**src/rtl/beep_sequencer_if.sv**
```systemverilog
// Control/status bundle between the timer control logic and the beep sequencer.
// The controller drives requests and pattern settings; the sequencer returns
// the buzzer drive and its status flags.
interface beep_sequencer_if #(
    parameter int DUR_W   = 10,
    parameter int BURST_W = 4
);
    logic               start;
    logic               stop;
    logic               tone_sel;
    logic [1:0]         mode;
    logic [BURST_W-1:0] burst_n;
    logic [DUR_W-1:0]   on_ticks;
    logic [DUR_W-1:0]   off_ticks;
    logic               beep;
    logic               busy;
    logic               done;

    modport master (
        output start, stop, tone_sel, mode, burst_n, on_ticks, off_ticks,
        input  beep, busy, done
    );

    modport slave (
        input  start, stop, tone_sel, mode, burst_n, on_ticks, off_ticks,
        output beep, busy, done
    );
endinterface

```
**src/rtl/beep_sequencer.sv**
```systemverilog
// Beep pattern sequencer: single / burst / continuous on-off patterns with an
// internally generated square-wave tone. Durations are counted in ticks of
// CLK_HZ/TICK_HZ clocks; all pattern settings are captured when a start is accepted.
module beep_sequencer #(
    parameter int CLK_HZ     = 100_000_000,
    parameter int TONE_LO_HZ = 512,
    parameter int TONE_HI_HZ = 1024,
    parameter int TICK_HZ    = 1000,
    parameter int DUR_W      = 10,
    parameter int BURST_W    = 4
) (
    input  logic             clk,
    input  logic             rst,
    beep_sequencer_if.slave  bus
);

    // Clocks per duration tick, and prescaler width (at least one bit).
    localparam int TICK_DIV = (CLK_HZ / TICK_HZ < 1) ? 1 : CLK_HZ / TICK_HZ;
    localparam int PW       = (TICK_DIV > 1) ? $clog2(TICK_DIV) : 1;

    // Half-period of each tone in clocks, clamped to 1 so a tone never stalls.
    localparam int HALF_LO_RAW = CLK_HZ / (2 * TONE_LO_HZ);
    localparam int HALF_HI_RAW = CLK_HZ / (2 * TONE_HI_HZ);
    localparam int HALF_LO     = (HALF_LO_RAW < 1) ? 1 : HALF_LO_RAW;
    localparam int HALF_HI     = (HALF_HI_RAW < 1) ? 1 : HALF_HI_RAW;
    localparam int HALF_MAX    = (HALF_LO > HALF_HI) ? HALF_LO : HALF_HI;
    localparam int TW          = $clog2(HALF_MAX + 1);

    localparam logic [PW-1:0] PRE_LAST     = PW'(TICK_DIV - 1);
    localparam logic [TW-1:0] HALF_LO_LAST = TW'(HALF_LO - 1);
    localparam logic [TW-1:0] HALF_HI_LAST = TW'(HALF_HI - 1);

    typedef enum logic [1:0] {
        IDLE = 2'd0,
        ON   = 2'd1,
        OFF  = 2'd2
    } state_t;

    state_t state, state_nx;

    // Timing counters: both restart at zero on every state entry.
    logic [PW-1:0]      pre;
    logic [DUR_W-1:0]   tick;

    // Tone generator.
    logic [TW-1:0]      tone_cnt;
    logic               beep_r;

    // Pattern progress and captured settings. Durations and burst length are
    // stored already zero-corrected, durations as "last tick index" (n-1).
    logic [BURST_W-1:0] beep_cnt;
    logic [BURST_W-1:0] burst_last;
    logic [DUR_W-1:0]   on_last;
    logic [DUR_W-1:0]   off_last;
    logic               cont_lat;
    logic               tone_lat;
    logic               done_r;

    // Derived events.
    logic               tick_end;
    logic               on_end;
    logic               off_end;
    logic               complete;
    logic               accept;
    logic               busy_c;
    logic               done_set;
    logic               enter_on;
    logic [TW-1:0]      tone_last;

    assign tick_end  = (pre == PRE_LAST);
    assign on_end    = (state == ON)  && tick_end && (tick == on_last);
    assign off_end   = (state == OFF) && tick_end && (tick == off_last);
    assign complete  = !cont_lat && (beep_cnt == burst_last);
    assign tone_last = tone_lat ? HALF_HI_LAST : HALF_LO_LAST;
    assign enter_on  = (state_nx == ON) && (state != ON);

    // State register.
    always_ff @(posedge clk or posedge rst) begin
        if (rst) state <= IDLE;
        else     state <= state_nx;
    end

    // Next-state logic; stop always wins over the end of an ON or OFF window.
    always_comb begin
        state_nx = state;
        unique case (state)
            IDLE: if (bus.start && !bus.stop) state_nx = ON;
            ON: begin
                if (bus.stop)    state_nx = IDLE;
                else if (on_end) state_nx = complete ? IDLE : OFF;
            end
            OFF: begin
                if (bus.stop)     state_nx = IDLE;
                else if (off_end) state_nx = ON;
            end
            default: state_nx = IDLE;
        endcase
    end

    // Output/event decode from the current state.
    always_comb begin
        busy_c   = (state != IDLE);
        accept   = (state == IDLE) && bus.start && !bus.stop;
        done_set = on_end && !bus.stop && complete;
    end

    // Prescaler and tick counter; cleared on every transition and while idle.
    always_ff @(posedge clk or posedge rst) begin
        if (rst) begin
            pre  <= '0;
            tick <= '0;
        end else if (state_nx != state || state == IDLE) begin
            pre  <= '0;
            tick <= '0;
        end else if (tick_end) begin
            pre  <= '0;
            tick <= tick + DUR_W'(1);
        end else begin
            pre  <= pre + PW'(1);
        end
    end

    // Square wave: high on ON entry, toggles every half period, low elsewhere.
    always_ff @(posedge clk or posedge rst) begin
        if (rst) begin
            beep_r   <= 1'b0;
            tone_cnt <= '0;
        end else if (enter_on) begin
            beep_r   <= 1'b1;
            tone_cnt <= '0;
        end else if (state_nx == ON) begin
            if (tone_cnt == tone_last) begin
                tone_cnt <= '0;
                beep_r   <= ~beep_r;
            end else begin
                tone_cnt <= tone_cnt + TW'(1);
            end
        end else begin
            beep_r   <= 1'b0;
            tone_cnt <= '0;
        end
    end

    // Beep counter: 1 on start, +1 on each OFF->ON, cleared when idle.
    always_ff @(posedge clk or posedge rst) begin
        if (rst) begin
            beep_cnt <= '0;
        end else if (accept) begin
            beep_cnt <= BURST_W'(1);
        end else if (state == OFF && state_nx == ON) begin
            beep_cnt <= beep_cnt + BURST_W'(1);
        end else if (state_nx == IDLE) begin
            beep_cnt <= '0;
        end
    end

    // Capture pattern settings on an accepted start; single mode is a burst of one.
    always_ff @(posedge clk or posedge rst) begin
        if (rst) begin
            burst_last <= '0;
            on_last    <= '0;
            off_last   <= '0;
            cont_lat   <= 1'b0;
            tone_lat   <= 1'b0;
        end else if (accept) begin
            tone_lat <= bus.tone_sel;
            cont_lat <= (bus.mode == 2'b10);
            if (bus.mode == 2'b01 && bus.burst_n != '0) burst_last <= bus.burst_n;
            else                                        burst_last <= BURST_W'(1);
            on_last  <= (bus.on_ticks  == '0) ? '0 : bus.on_ticks  - DUR_W'(1);
            off_last <= (bus.off_ticks == '0) ? '0 : bus.off_ticks - DUR_W'(1);
        end
    end

    // One-cycle completion pulse, registered on the ON->IDLE edge.
    always_ff @(posedge clk or posedge rst) begin
        if (rst) done_r <= 1'b0;
        else     done_r <= done_set;
    end

    assign bus.beep = beep_r;
    assign bus.busy = busy_c;
    assign bus.done = done_r;

endmodule
```
**src/flat_wrapper.sv**
```systemverilog
// flat-port wrapper written by rule: the top's interface ports become plain ports
module beep_sequencer_flat 
#(
    parameter int CLK_HZ     = 100_000_000,
    parameter int TONE_LO_HZ = 512,
    parameter int TONE_HI_HZ = 1024,
    parameter int TICK_HZ    = 1000,
    parameter int DUR_W      = 10,
    parameter int BURST_W    = 4
)
  (clk, rst, bus_start, bus_stop, bus_tone_sel, bus_mode, bus_burst_n, bus_on_ticks, bus_off_ticks, bus_beep, bus_busy, bus_done);
  beep_sequencer_if #(.DUR_W(DUR_W), .BURST_W(BURST_W)) bus_i ();
  input  logic clk;
  input  logic rst;
  input wire logic [$bits(bus_i.start)-1:0] bus_start;
  input wire logic [$bits(bus_i.stop)-1:0] bus_stop;
  input wire logic [$bits(bus_i.tone_sel)-1:0] bus_tone_sel;
  input wire logic [$bits(bus_i.mode)-1:0] bus_mode;
  input wire logic [$bits(bus_i.burst_n)-1:0] bus_burst_n;
  input wire logic [$bits(bus_i.on_ticks)-1:0] bus_on_ticks;
  input wire logic [$bits(bus_i.off_ticks)-1:0] bus_off_ticks;
  output wire logic [$bits(bus_i.beep)-1:0] bus_beep;
  output wire logic [$bits(bus_i.busy)-1:0] bus_busy;
  output wire logic [$bits(bus_i.done)-1:0] bus_done;
  assign bus_i.start = bus_start;
  assign bus_i.stop = bus_stop;
  assign bus_i.tone_sel = bus_tone_sel;
  assign bus_i.mode = bus_mode;
  assign bus_i.burst_n = bus_burst_n;
  assign bus_i.on_ticks = bus_on_ticks;
  assign bus_i.off_ticks = bus_off_ticks;
  assign bus_beep = bus_i.beep;
  assign bus_busy = bus_i.busy;
  assign bus_done = bus_i.done;
  beep_sequencer #(.CLK_HZ(CLK_HZ), .TONE_LO_HZ(TONE_LO_HZ), .TONE_HI_HZ(TONE_HI_HZ), .TICK_HZ(TICK_HZ), .DUR_W(DUR_W), .BURST_W(BURST_W)) u_core (.clk(clk), .rst(rst), .bus(bus_i));
endmodule
```
**config.mk**
```make
export PLATFORM = sky130hd
export DESIGN_NAME = beep_sequencer_flat
export DESIGN_NICKNAME = d
export VERILOG_FILES = /design/src/rtl/beep_sequencer_if.sv /design/src/rtl/beep_sequencer.sv /design/src/flat_wrapper.sv
export SDC_FILE = /design/constraint.sdc
export NUM_CORES = 1
export LEC_CHECK = 0
export BUFFER_PORTS_ARGS = -buffer_cell sky130_fd_sc_hd__buf_2
export CELL_PAD_IN_SITES_DETAIL_PLACEMENT = 1
export CELL_PAD_IN_SITES_GLOBAL_PLACEMENT = 2
export CORE_AREA = 2 2 101 127
export CTS_BUF_LIST = sky130_fd_sc_hd__clkbuf_4
export DETAILED_ROUTE_END_ITERATION = 10
export DIE_AREA = 0 0 103 129
export PLACE_DENSITY = 0.78
export SLEW_MARGIN = 20
export SYNTH_ARGS = -nofsm -noshare
export SYNTH_HDL_FRONTEND = slang
export SYNTH_SLANG_ARGS = --single-unit
```
**constraint.sdc**
```tcl
create_clock -name clk -period 2.61 [get_ports clk]
set_input_delay 0 -clock clk [delete_from_list [all_inputs] [get_ports clk]]
set_output_delay 0 -clock clk [all_outputs]
set_load 0.01 [all_outputs]
```
======== Word level (Yosys, flattened, before mapping) ========
Cells that the tools add are included.
word-level totals
  output and inout port bits .............. 3
  register bits after elaboration ......... 78
  bits of input ports ..................... 31
cells by class
  equal/unequal tests ..................... 13
  add/subtract/negate cells ............... 6
  reduce and logical (&&, ||, !) cells .... 24
  multiplexer cells ....................... 24
  bitwise gates (word level) .............. 1
operators by type and width
  operator                                              count
  2-to-1 mux 17 bit                                     6
  2-to-1 mux 10 bit                                     4
  adder 17 x 1 -> 17 bit (second input constant)        2
  equality test 10 bit                                  2
  zero test 10 bit                                      2
  subtractor 10 x 1 -> 10 bit (second input constant)   2
  equality test 17 bit                                  1
  equality test 17 bit (second input constant)          1
  2-to-1 mux 4 bit                                      4
  logical AND 1 bit                                     13
  2-to-1 mux 2 bit                                      6
  adder 10 x 1 -> 10 bit (second input constant)        1
  equality test 2 x 1 -> 1 bit (second input constant)  3
  one-hot mux 2 bit (3 select lines)                    1
  adder 4 x 1 -> 4 bit (second input constant)          1
  equality test 2 bit (second input constant)           2
  equality test 4 bit                                   1
  zero test 2 bit                                       2
  nonzero test 2 bit                                    2
  nonzero test 4 bit                                    1
  2-to-1 mux 1 bit                                      3
  != test 3 x 2 -> 1 bit (second input constant)        1
  nonzero test 3 bit                                    1
  zero test 1 bit                                       2
  4 further kinds                                       4

======== Depth between registers and ports, before layout ========
  depth after elaboration ................. 10
  gate-level depth with buffers ........... 8
  depth with buffers taken out ............ 7

======== Least setup slack after synthesis ========
No wires, ideal clock.
  path kind ............................... register to register
  start ................................... register u_core.pre[11]
  end ..................................... register u_core.tick[5]
  buffers on the path ..................... 2
  stages on the path, launching flop included .. 8
  arrival ................................. 2.405 ns
  clock period less this slack ............ 2.524 ns
  required time ........................... 2.491 ns
  slack ................................... 0.086 ns
  path through ............................ dfrtp_1 -> or4b_1 -> or4_4 -> or4_1 -> buf_2 -> a2bb2oi_2 -> buf_4 -> nor2_1
on the way
  word-level cells in the longest chain between the ends .. 9
  elaborated cells between the ends (all ways) .. 14
  those cells by class .................... 2 x eq/ne; 6 x mux; 6 x reduce/logical
ends and longest elaborated chain
  what                                                       RTL line                                    RTL
  start: declaration                                         beep_sequencer.sv:42                        logic [PW-1:0] pre;
  start signal: assignment                                   beep_sequencer.sv:119                       pre <= pre + PW'(1);
  equality test 17 bit (*)                                   beep_sequencer.sv:70                        assign tick_end = (pre == PRE_LAST);
  logical AND 1 bit, on equally long branches (2 in series)  beep_sequencer.sv:72, beep_sequencer.sv:71
  2-to-1 mux 2 bit, on equally long branches                 beep_sequencer.sv:94, beep_sequencer.sv:90
  2-to-1 mux 2 bit, on equally long branches                 beep_sequencer.sv:93, beep_sequencer.sv:89
  one-hot mux 2 bit (3 select lines)                         beep_sequencer.sv:86                        unique case (state)
  != test 2 bit                                              beep_sequencer.sv:112                       end else if (state_nx != state || state == IDLE) begin
  logical OR 1 bit                                           beep_sequencer.sv:112
  2-to-1 mux 10 bit or nonzero test 2 bit (tied branches)    n/a
  end signal: assignment                                     beep_sequencer.sv:117                       tick <= tick + DUR_W'(1);
  end: declaration                                           beep_sequencer.sv:43                        logic [DUR_W-1:0] tick;
Mark *: on every way between the ends. The rest lies on a longest branch, timed or not.
A chain may end at the register's enable or synchronous reset.

======== Worst setup path after layout ========
  start ................................... register u_core.pre[12]
  end ..................................... register u_core.tone_cnt[11]
on the way
  word-level cells in the longest chain between the ends .. 9
  elaborated cells between the ends (all ways) .. 14
  those cells by class .................... 2 x eq/ne; 7 x mux; 5 x reduce/logical
ends and longest elaborated chain
  what                                                       RTL line                                     RTL
  equality test 17 bit (*)                                   beep_sequencer.sv:70
  logical AND 1 bit, on equally long branches (2 in series)  beep_sequencer.sv:72, beep_sequencer.sv:71
  2-to-1 mux 2 bit, on equally long branches                 beep_sequencer.sv:94, beep_sequencer.sv:90
  2-to-1 mux 2 bit, on equally long branches                 beep_sequencer.sv:93, beep_sequencer.sv:89
  one-hot mux 2 bit (3 select lines) (*)                     beep_sequencer.sv:86
  equality test 2 x 1 -> 1 bit (*)                           beep_sequencer.sv:75, beep_sequencer.sv:131
  2-to-1 mux 17 bit or logical AND 1 bit (tied branches)     beep_sequencer.sv:131, beep_sequencer.sv:75
  2-to-1 mux 17 bit (*)                                      beep_sequencer.sv:128                        end else if (enter_on) begin
  end signal: assignment                                     beep_sequencer.sv:136                        tone_cnt <= tone_cnt + TW'(1);
  end: declaration                                           beep_sequencer.sv:46                         logic [TW-1:0] tone_cnt;
Marks and branches as above.

==> metrics <==
internal power 1.79 mW; number of flops mapped to enable cells by yosys 0; crit path from u_core.pre[12]; number of DRC markers in iteration 0 89; Synth Flop Type dfrtp_1; initial core utilization 35.3%; outcome complete, no violations; CP Data Arrival Time 2800 ps; Routability Congestion 0.821; Post-Syn Instances 448; main combinational cell family by area after synthesis simple AND/OR/NAND/NOR gates; core box area 12000 sq um; fmax 398 MHz; post-synth top area cell dfrtp_1; # DRC 0; ratio of cells with drive above 1 in the final layout 14.8%; 1st-pass router iterations 4; compound-cell area share of the yosys netlist 9.00%; RR Startpoint u_core.pre[12]; Num CTS Buffers 9; Detail Route Antenna Nets 0; largest net degree at the start of global routing 47; Area Overhead vs Synth 22.6%; mux contribution to synthesized area 0.706%; fraction of the mapped netlist area in adder cells 1.76%; fillers 1391; CTS sink count 78; hold crit path type in2reg; Critical Path Source Type flip-flop; Comb pwr share 16.6%; Fin. Hold Viols 0; H-tree Lvls 3; Reg clk slew, reported paths 120 ps; fin util 43.3%; Netlist Area Pre-Place 4250 sq um; Max Fanout on Critical Path 19; site row count 45; clock network fraction of design power 28.0%; GR Overflow Total 0; total routed wirelength 10300 um; full die area 13300 sq um; min cycle time layout 2510 ps; Final HPWL DP 7520 um; clock root buffer clkbuf_4; Leak Pwr 2.06 nW; period utilization 96.3%; Max-cap violations 0; diode count 0; simple-gate area share of the yosys netlist 23.1%; Yosys cell types 46; CP endpoint kind flip-flop; RSZ-0062 raised after global routing true; number of antenna violations at the first check in global routing 0; Clock Path Buffers 2; Synth top area share 45.9%; CTS tree built; vias in the first global route 3843; Synth Warn # 0; asr flop ratio synth 100%; Final Setup Violations 0; WL/cell 15.0 um; via count 3433; Seq/Total Area, Yosys 45.9%; most frequent cells in the layout dfrtp_1 (78), xnor2_1 (53), nor2_1 (47); VDD IR max 0.213 mV; Worst-Margin Slew 856 ps; Synth area leaders dfrtp_1 (46%), xnor2_1 (11%), xor2_1 (4.9%), nor2_1 (4.1%), nand2_1 (4.0%); global-route wire length before repair 18100 um; number of synthesized register bits 78; IO buf count 33; NetSw 0.690 mW; relative slew slack 42.9%; syn_nets 485; Pwr per Cell Area 476 nW/um^2; WP data required 2900 ps; Slew Viols, Final 0; TNS Setup 0 ps; Sequential Power Share 55.4%; Worst-Skew Late Latency 420 ps; chip width 103 um; die height 129 um; Post-Synth XOR/XNOR Area 15.9%; commonest non-fill, non-tap cell in the layout dfrtp_1; kind of critical path reg2reg; syn_area_per_cell 9.50 sq um; I/O pin count 34; Switching Share 27.8%; Total Nets Final 561; vias per cell 4.97; hold_sp bus_mode[0]; Worst Skew 17.6 ps; GRT Resource Usage Total 17.4%
[cells in the mapped netlist (all sizes together), types with 2 or more instances]
cell type,n
ha,6
nor2b,6
clkbuf,13
o211ai,5
nor4bb,4
or4,5
o21ai,23
xor2,24
nor4,6
inv,18
or2,3
dfrtp,78
a21oi,2
nor3b,2
nor2,47
o31ai,2
nand2,45
and4,2
nor3,15
buf,7
or3b,2
xnor2,53
nand2b,3
mux2i,3
nand4bb,2
nand3,27
nand4,14
or3,3
a211oi,17
[final timing paths]
kind                                         to  slack (ps)  cells after the start
setup / recovery            u_core.tone_cnt[11]         100                      6
hold / removal             u_core.burst_last[0]          90                      4
setup reg to reg            u_core.tone_cnt[11]         100                      6
hold reg to reg                   u_core.pre[0]         500                      1
max in group asynchronous    u_core.off_last[3]        1680                      4
min in group asynchronous   u_core.tone_cnt[10]         240                      3
[routing by layer]
| metal | share of wire [%] | global-route usage, % | vias up | wire [um] |
|---|---|---|---|---|
| li1 | - | - | 1699 | - |
| met5 | 0 | 0 | - | 0 |
| met4 | 1.8 | 5.57 | 0 | 187 |
| met2 | 56 | 31.8 | 37 | 5760 |
| met3 | 1.6 | 2.82 | 12 | 170 |
| met1 | 41 | 20.5 | 1685 | 4230 |
[layout make-up]
cell class | instances | area [sq um] | area share [%]
sequential | 78 | 1950 | 37.4
clock inverter | 3 | 37.5 | 0.720
multi-input combinational | 332 | 2170 | 41.6
tap | 164 | 205 | 3.93
clock buffer | 11 | 82.6 | 1.58
timing repair buffer | 85 | 699 | 13.4
inverter | 18 | 68.8 | 1.32
[through the flow]
stage	setup WS, ps	area [sq um]	cells	total power [mW]	hold WS (ps)
6_report	97.2	5220	691	2.48	88.1
5_1_grt	0.213	5220	691	2.63	96.0
4_1_cts	22.7	5180	690	2.52	66.5
3_5_place_dp	41.1	4700	640	1.78	195
3_3_place_gp	103	4700	640	1.76	179
2_1_floorplan	86.1	4250	448	1.62	105
[timing repair]
item	CTS	global route
setup buffers	0	1
resized for setup	0	6
hold buffers	36	0
endpoints found under the setup margin	0	31
hold endpoints to repair	72	0
[state kept, by name, indices dropped and copies added (netlist names)]
signal,flops
u_core.cont_lat,1
u_core.state,2
u_core.bus.done,1
u_core.pre,17
u_core.tone_lat,1
u_core.tick,10
u_core.on_last,10
u_core.beep_cnt,4
u_core.burst_last,4
u_core.off_last,10
u_core.tone_cnt,17
u_core.bus.beep,1
[logic make-up (layout without fill, tap and decap cells)]
kind of cell / after synthesis / in the layout
AOI/OAI and AO/OA: 55 / 55
xor gates and xnor gates: 77 / 77
adders and majority gates: 6 / 6
buffers and inverters: 38 / 117
DFF: 78 / 78
muxes: 3 / 3
and+or+nand+nor: 191 / 191
[power by group through the flow]
stage	sequential [mW]	clock, mW	combinational, mW
floorplan	1.37	0	0.250
global placement	1.40	0	0.357
detailed placement	1.40	0	0.376
CTS	1.38	0.729	0.416
global route	1.39	0.777	0.468
finish	1.38	0.694	0.413
[critical path, cell delays in order, from the launching register on]
cell and delay, ps:
dfrtp_1 430, or4b_1 470, or4_4 450, or4_4 590, nand2_1 170, buf_12 180
a211oi_1 80
(Power assumes the default switching activity.)
